==> src/rtl/pim_pipe_pkg.sv <==
// Shared helpers for PIM datapath pipeline blocks: occupancy sizing and
// parameter legality, evaluated at elaboration.
package pim_pipe_pkg;

    // Bits needed to count 0..depth valid stages.
    function automatic int clog2_occ(input int depth);
        return (depth < 1) ? 1 : $clog2(depth + 1);
    endfunction

    function automatic bit pipe_params_legal(input int depth, input int data_width);
        return (depth >= 1) && (data_width >= 1);
    endfunction

endpackage

==> src/rtl/pipe_stage.sv <==
// One elastic pipeline stage: a valid bit plus a payload register that only
// loads when a valid word arrives, so the last payload lingers after drain.
module pipe_stage
    import pim_pipe_pkg::*;
#(
    parameter int DATA_WIDTH = 32
) (
    input  logic                  clk,
    input  logic                  rst_n,
    input  logic                  flush,
    input  logic                  adv,
    input  logic                  up_valid,
    input  logic [DATA_WIDTH-1:0] up_data,
    output logic                  valid_q,
    output logic [DATA_WIDTH-1:0] data_q
);

    always_ff @(posedge clk or negedge rst_n) begin
        if (!rst_n) begin
            valid_q <= 1'b0;
            data_q  <= '0;
        end else if (flush) begin
            valid_q <= 1'b0;
        end else if (adv) begin
            valid_q <= up_valid;
            if (up_valid) data_q <= up_data;
        end
    end

endmodule

==> src/rtl/general_pipe_reg.sv <==
// Elastic pipeline register: DEPTH valid+data stages with valid/ready
// backpressure, bubble collapsing and synchronous flush.
module general_pipe_reg
    import pim_pipe_pkg::*;
#(
    parameter  int DATA_WIDTH = 32,
    parameter  int DEPTH      = 4,
    localparam int OCC_W      = clog2_occ(DEPTH)
) (
    input  logic                  clk,
    input  logic                  rst_n,
    input  logic                  flush,
    input  logic                  in_valid,
    output logic                  in_ready,
    input  logic [DATA_WIDTH-1:0] in_data,
    output logic                  out_valid,
    input  logic                  out_ready,
    output logic [DATA_WIDTH-1:0] out_data,
    output logic [OCC_W-1:0]      occupancy
);

    if (!pipe_params_legal(DEPTH, DATA_WIDTH)) begin : g_param_check
        $error("general_pipe_reg: DEPTH and DATA_WIDTH must both be >= 1");
    end

    logic [DEPTH-1:0]                 valid_q;
    logic [DEPTH-1:0][DATA_WIDTH-1:0] data_q;
    logic [DEPTH-1:0]                 up_valid;
    logic [DEPTH-1:0][DATA_WIDTH-1:0] up_data;
    logic [DEPTH-1:0]                 adv;
    logic [OCC_W-1:0]                 occ_sum;

    // A stage may advance if it is empty or anything downstream of it can move;
    // carried as a running OR from the output end back to stage 0.
    always_comb begin
        logic run;
        run = out_ready;
        adv = '0;
        for (int i = DEPTH - 1; i >= 0; i--) begin
            run    = run | ~valid_q[i];
            adv[i] = run;
        end
    end

    always_comb begin
        occ_sum = '0;
        for (int i = 0; i < DEPTH; i++) begin
            occ_sum = occ_sum + OCC_W'(valid_q[i]);
        end
    end

    for (genvar i = 0; i < DEPTH; i++) begin : g_stage
        if (i == 0) begin : g_head
            assign up_valid[i] = in_valid;
            assign up_data[i]  = in_data;
        end else begin : g_body
            assign up_valid[i] = valid_q[i-1];
            assign up_data[i]  = data_q[i-1];
        end

        pipe_stage #(
            .DATA_WIDTH(DATA_WIDTH)
        ) u_stage (
            .clk     (clk),
            .rst_n   (rst_n),
            .flush   (flush),
            .adv     (adv[i]),
            .up_valid(up_valid[i]),
            .up_data (up_data[i]),
            .valid_q (valid_q[i]),
            .data_q  (data_q[i])
        );
    end

    assign in_ready  = adv[0] & ~flush;
    assign out_valid = valid_q[DEPTH-1] & ~flush;
    assign out_data  = data_q[DEPTH-1];
    assign occupancy = occ_sum;

endmodule

==> config.mk <==
export PLATFORM = sky130hd
export DESIGN_NAME = general_pipe_reg
export DESIGN_NICKNAME = d
export VERILOG_FILES = /design/src/rtl/pim_pipe_pkg.sv /design/src/rtl/pipe_stage.sv /design/src/rtl/general_pipe_reg.sv
export SDC_FILE = /design/constraint.sdc
export NUM_CORES = 1
export LEC_CHECK = 0
export ABC_CLOCK_PERIOD_IN_PS = 3400
export CAP_MARGIN = 20
export CORE_ASPECT_RATIO = 1.2
export CORE_MARGIN = 2
export CORE_UTILIZATION = 59
export CTS_CLUSTER_SIZE = 40
export DETAILED_ROUTE_END_ITERATION = 8
export GPL_TIMING_DRIVEN = 0
export PLACE_DENSITY = 0.85
export SYNTH_ARGS = -nofsm -noshare
export SYNTH_HDL_FRONTEND = slang
export SYNTH_SLANG_ARGS = --single-unit
==> constraint.sdc <==
create_clock -name clk -period 3.4 [get_ports clk]
set_clock_uncertainty 0.15 [all_clocks]
set_input_delay 0.51 -clock clk [delete_from_list [all_inputs] [get_ports clk]]
set_output_delay 0.51 -clock clk [all_outputs]
set_load 0.005 [all_outputs]
# Word level (Yosys, flattened, before mapping)
# Index checks and enable logic that the tools add are counted.
dict set report word_totals {
  reg_bits 132
  latch_bits 0
  ramBits 0
  rom_bits 0
  in_bits 37
  wordCells 38
  mem_count 0
}
dict set report classes {
  n_addsub 3
  mul 0
  div 0
  n_lt_le_gt_ge 0
  eq_ne 0
  n_shift 0
  n_mux 8
  bitwise_logic 11
  n_reduce_logical 8
}
# operator n
set op_table {}
lappend op_table {{$reduce_and 3->1} 4}
lappend op_table {{$mux 1} 8}
lappend op_table {{$reduce_bool 2->1} 4}
lappend op_table {{$not 1->1} 5}
lappend op_table {{$or 1x1->1} 4}
lappend op_table {{$add 2x1->3} 1}
lappend op_table {{$add 3x1->3} 1}
lappend op_table {{$add 1x1->2} 1}
lappend op_table {{$and 1x1->1} 2}

# Logic depth before layout (Yosys ltp)
# Gate-level depths: netlist of run 1.
dict set report depth {
  depth_word 7
  depth_mapped 5
  ltp_nobuf 5
}

# By module
# Synthesis of run 1 repeated with hierarchy kept, for this count alone.
dict set report unflattened {
  cells_unflattened 299
  area_unflattened_um2 5581.6
}
# module n_inst cells_each area_per_inst_um2 seq_area_each_um2
set modules_own_cells {}
lappend modules_own_cells {pipe_stage 4 71 1366.3 825.8}
lappend modules_own_cells {general_pipe_reg 1 15 116.4 0.0}

# Worst setup path before layout of run 1
# No wires, ideal clock.
dict set report synth_path {
  path_type {reg-to-output}
  startpoint {reg g_stage[0].u_stage.valid_q}
  endpoint {out occupancy[1]}
  arrival_ns 1.433
  slack_ns 1.307
  path_stages_with_launch 6
  path_cell_list {dfrtp_1 -> inv_2 -> fa_1 -> inv_1 -> ha_1 -> ha_1}
}
dict set report synth_via {
  elab_chain_cells 3
}
# item line
set synth_lines {}
lappend synth_lines {{start: declaration} pipe_stage.sv:14} ;# output logic valid_q,
lappend synth_lines {{start signal: assignment} pipe_stage.sv:25} ;# valid_q <= up_valid;
lappend synth_lines {{$add 1x1->2} general_pipe_reg.sv:48} ;# occ_sum = occ_sum + OCC_W'(valid_q[i]);
lappend synth_lines {{$add 2x1->3} general_pipe_reg.sv:48}
lappend synth_lines {{$add 3x1->3} general_pipe_reg.sv:48}
lappend synth_lines {{end: declaration} general_pipe_reg.sv:19} ;# output logic [OCC_W-1:0] occupancy
# No other way between the ends.

# Worst setup path after layout of run 1
# Ends and elaborated chain as after synthesis.

==> out/metrics.yaml, run 1 <==
run_status: "completed"
share_of_the_clock_period_used_by_the_worst_path_pct: 93.10
design.final.nets: 465
timing.critical_path.slowest_cell_delay_ns: 0.53
power.switching_mw: 1.228
worstPathBufferInverterCount: 3
r2r.worst_path.cells: 4
post-route-min-period_ns: 3.165
netlist_area_um2: 5475
drive_gt1_share_pct: 47.72
ioPinCount: 74
final_area_um2: 6960
syn-instance-count: 332
ant_nets: 0
max-vdd-ir-drop_mv: 0.4225
fmax_mhz: 315.9
worst_case_clock_buffer_depth: 2
wl_per_cell_um: 16.70
synth_largest_area_cell: "sky130_fd_sc_hd__dfrtp_1"
worst_path_most_repeated_cell: "sky130_fd_sc_hd__ha_1"
detail_route.iter0.violations: 64
worstReg2RegStart: "g_stage[2].u_stage.valid_q"
power.internal_mw: 4.038
post_dp_cell_area_um2: 6375
worst_slew_margin_rel_pct: 65.55
required_ns: 2.74
fp-row-count: 38
synthArstFlopShare_pct: 100.0
number_of_antenna_violations_at_the_first_check_in_global_routing: 0
yosysSeqAreaShare_pct: 60.33
worst_hold_startpoint: "flush"
category_of_the_worst_setup_path_capture_point: "output pin"
max_slew.worst_pin.slew_ns: 0.5167
layout_commonest_cell: "sky130_fd_sc_hd__dfrtp_1"
final_cells: 558
maximum_number_of_pins_on_one_net_before_global_route_repair: 108
cts_tree: "yes"
gp_routability_congestion: 0.7379
synth_cell_type_count: 19
cts.root.buffer_cell: "sky130_fd_sc_hd__clkbuf_8"
cts_htree_levels: 4
sequentialPowerShare_pct: 43.8
initial_utilization_pct: 60.61
place_inst: 525
floorplan.core_area_um2: 9034
grt_remaining_overflow: 0
terminating_pin_of_the_worst_hold_path: "g_stage[0].u_stage.valid_q"
max_cap_viol_count: 0
grt_setup_unrepaired: "no"
die-height_um: 109.5
power.share.combinational_pct: 23.2
die-width_um: 91.94
area_growth_pct: 27.13
final.fill_count: 548
remaining_drc_errors: 0
post_cts_resized: 0
most_frequent_cells_in_the_layout: "sky130_fd_sc_hd__dfrtp_1, sky130_fd_sc_hd__clkdlybuf4s50_1, sky130_fd_sc_hd__mux2_2"
globalRouteTotalUtil_pct: 20.50
cts_setup_buffers: 0
reg2reg_setup_slack_ns: 1.30
ys_ff_latch: 132
cp-start-kind: "flip-flop"
detailedRoute.firstPassIterationCount: 4
via_count: 2824
critical_path_class: "reg -> out"
r2r_end: "g_stage[0].u_stage.data_q[23]"
yosysWarnings: 0
worst_ep_arrival_time_ns: 2.51
worst_skew_pair.late_latency_ns: 0.51
grt_first_pass_wirelength_um: 15590
cellPowerDensity_nw_per_um2: 756.6
via_per_inst: 5.061
number_of_global_route_vias_before_repair: 3159
postRouteWirelength_um: 9321
avgSynthCellArea_um2: 16.49
hold_path_class: "in -> reg"
synthesis.nets: 372
worst-path-max-fanout: 5
crit_slowest_cell: "sky130_fd_sc_hd__fa_1"
synth-main-ff-cell: "sky130_fd_sc_hd__dfrtp_1"
tns_ns: 0
place.detailed.hpwl_um: 6120
post-synth-top-area-fraction_pct: 60.33
portBuffers: 72
tritoncts.num_buffers: 17
slew_violations: 0
synth_enable_flop_cells: 0
crit_family: "adder cells"
clock_sink_count: 132
die_area_um2: 10070
hold_buffers: 1
total_count_of_hold_check_failures_in_the_final_report: 0
setup-violations-final: 0
main_area_contributors_after_synthesis: "sky130_fd_sc_hd__dfrtp_1, sky130_fd_sc_hd__mux2_4, sky130_fd_sc_hd__mux2_2"
pwr-share-clk_pct: 33.1
antennaDiodeCount: 0
whs_path_depth: 2
power_switching_share_pct: 23.32
cts.reportedPaths.clkPinSlew_ns: 0.06
timing.critical_path.cells: "inv_2 -> fa_1 -> inv_1 -> ha_1 -> ha_1 -> clkdlybuf4s50_1"
p_leak_nw: 3.345
-- logic make-up (layout without fill, tap and decap cells) --
logic type               after synthesis  in the layout  synth area share (%)
multiplexers                         128            128                 30.30
AO/OA/AOI/OAI                          5              5                0.5256
AND/OR/NAND/NOR                       12             12                 1.234
buffers and inverters                 52            158                 6.787
flip-flops                           132            132                 60.33
adder cells (fa/ha/maj)                3              3                0.8226
-- registers in the layout (all words and copies together) (netlist names) --
register	flops
g_stage.u_stage.valid_q	4
g_stage.u_stage.data_q	128
-- metrics by stage --
stage	hold WS, ns	power, mW	util (%)	worst slack [ns]
floorplan	0.06441	3.025	-	1.307
global placement	0.3187	3.467	70.25	-3.208
detailed placement	0.2382	3.551	70.57	0.7204
CTS	0.1082	5.317	77.05	0.2048
global route	0.1437	5.514	77.05	0.1318
finish	0.1322	5.266	77.05	0.2345
-- power groups by stage --
stage	Clock (mW)	Combinational [mW]	Sequential (mW)
floorplan	0	0.798	2.23
global placement	0	1.18	2.29
detailed placement	0	1.23	2.32
CTS	1.77	1.24	2.31
global route	1.83	1.32	2.36
finish	1.74	1.22	2.30
-- how the worst max path moves through the flow --
stage / from / endpoint / slack [ns] / cells after the start
after floorplan: g_stage[0].u_stage.valid_q / occupancy[1] / 1.31 / 5
after global placement: rst_n / g_stage[3].u_stage.data_q[17] / -3.21 / 1
after detailed placement: out_ready / g_stage[0].u_stage.data_q[23] / 0.72 / 5
after CTS: g_stage[0].u_stage.valid_q / occupancy[1] / 0.20 / 6
after global routing: g_stage[0].u_stage.valid_q / occupancy[1] / 0.13 / 6
final: g_stage[0].u_stage.valid_q / occupancy[1] / 0.23 / 6
-- worst register-to-register path, delay by kind of cell, from the launching register on --
kind	cells	cell delay [ns]
muxes	1	0.38
DFF	1	0.44
and+or+nand+nor	1	0.25
buffers and inverters	1	0.36
AOI/OAI and AO/OA	1	0.41
-- synth_stat cells (2+ instances only) --
cell                      number
sky130_fd_sc_hd__dfrtp_1     132
sky130_fd_sc_hd__mux2_2       68
sky130_fd_sc_hd__mux2_4       58
sky130_fd_sc_hd__buf_4        32
sky130_fd_sc_hd__buf_2         9
sky130_fd_sc_hd__nor2_1        7
sky130_fd_sc_hd__buf_6         6
sky130_fd_sc_hd__a21oi_1       4
sky130_fd_sc_hd__inv_1         4
sky130_fd_sc_hd__ha_1          2
sky130_fd_sc_hd__mux2_1        2
-- metal layers --
metal / routed length (um) / track usage (%)
met1: 3875 / 24.61
met2: 5001 / 35.82
met3: 324 / 5.826
met4: 119 / 7.143
met5: 0 / 0
-- layout make-up --
| class | count | area (um2) | area share [%] |
|---|---|---|---|
| inverter | 5 | 18.77 | 0.2696 |
| sequential | 132 | 3303 | 47.46 |
| multi-input combinational | 148 | 1800 | 25.87 |
| timing repair buffer | 74 | 759.5 | 10.91 |
| clock inverter | 13 | 133.9 | 1.923 |
| clock buffer | 19 | 441.7 | 6.345 |
| buffer | 47 | 352.8 | 5.069 |
| tap | 120 | 150.1 | 2.157 |
No activity file was read; power rests on OpenSTA's default activity.
==> inputs of run 2 (changes only) <==
--- a/config.mk
+++ b/config.mk
@@ -10,7 +10,6 @@
 export CORE_ASPECT_RATIO = 1.2
 export CORE_MARGIN = 2
 export CORE_UTILIZATION = 59
-export CTS_CLUSTER_SIZE = 40
 export DETAILED_ROUTE_END_ITERATION = 8
 export GPL_TIMING_DRIVEN = 0
 export PLACE_DENSITY = 0.85
==> results of run 2 <==
Final layout, timing and power as in run 1 (identical DEF).
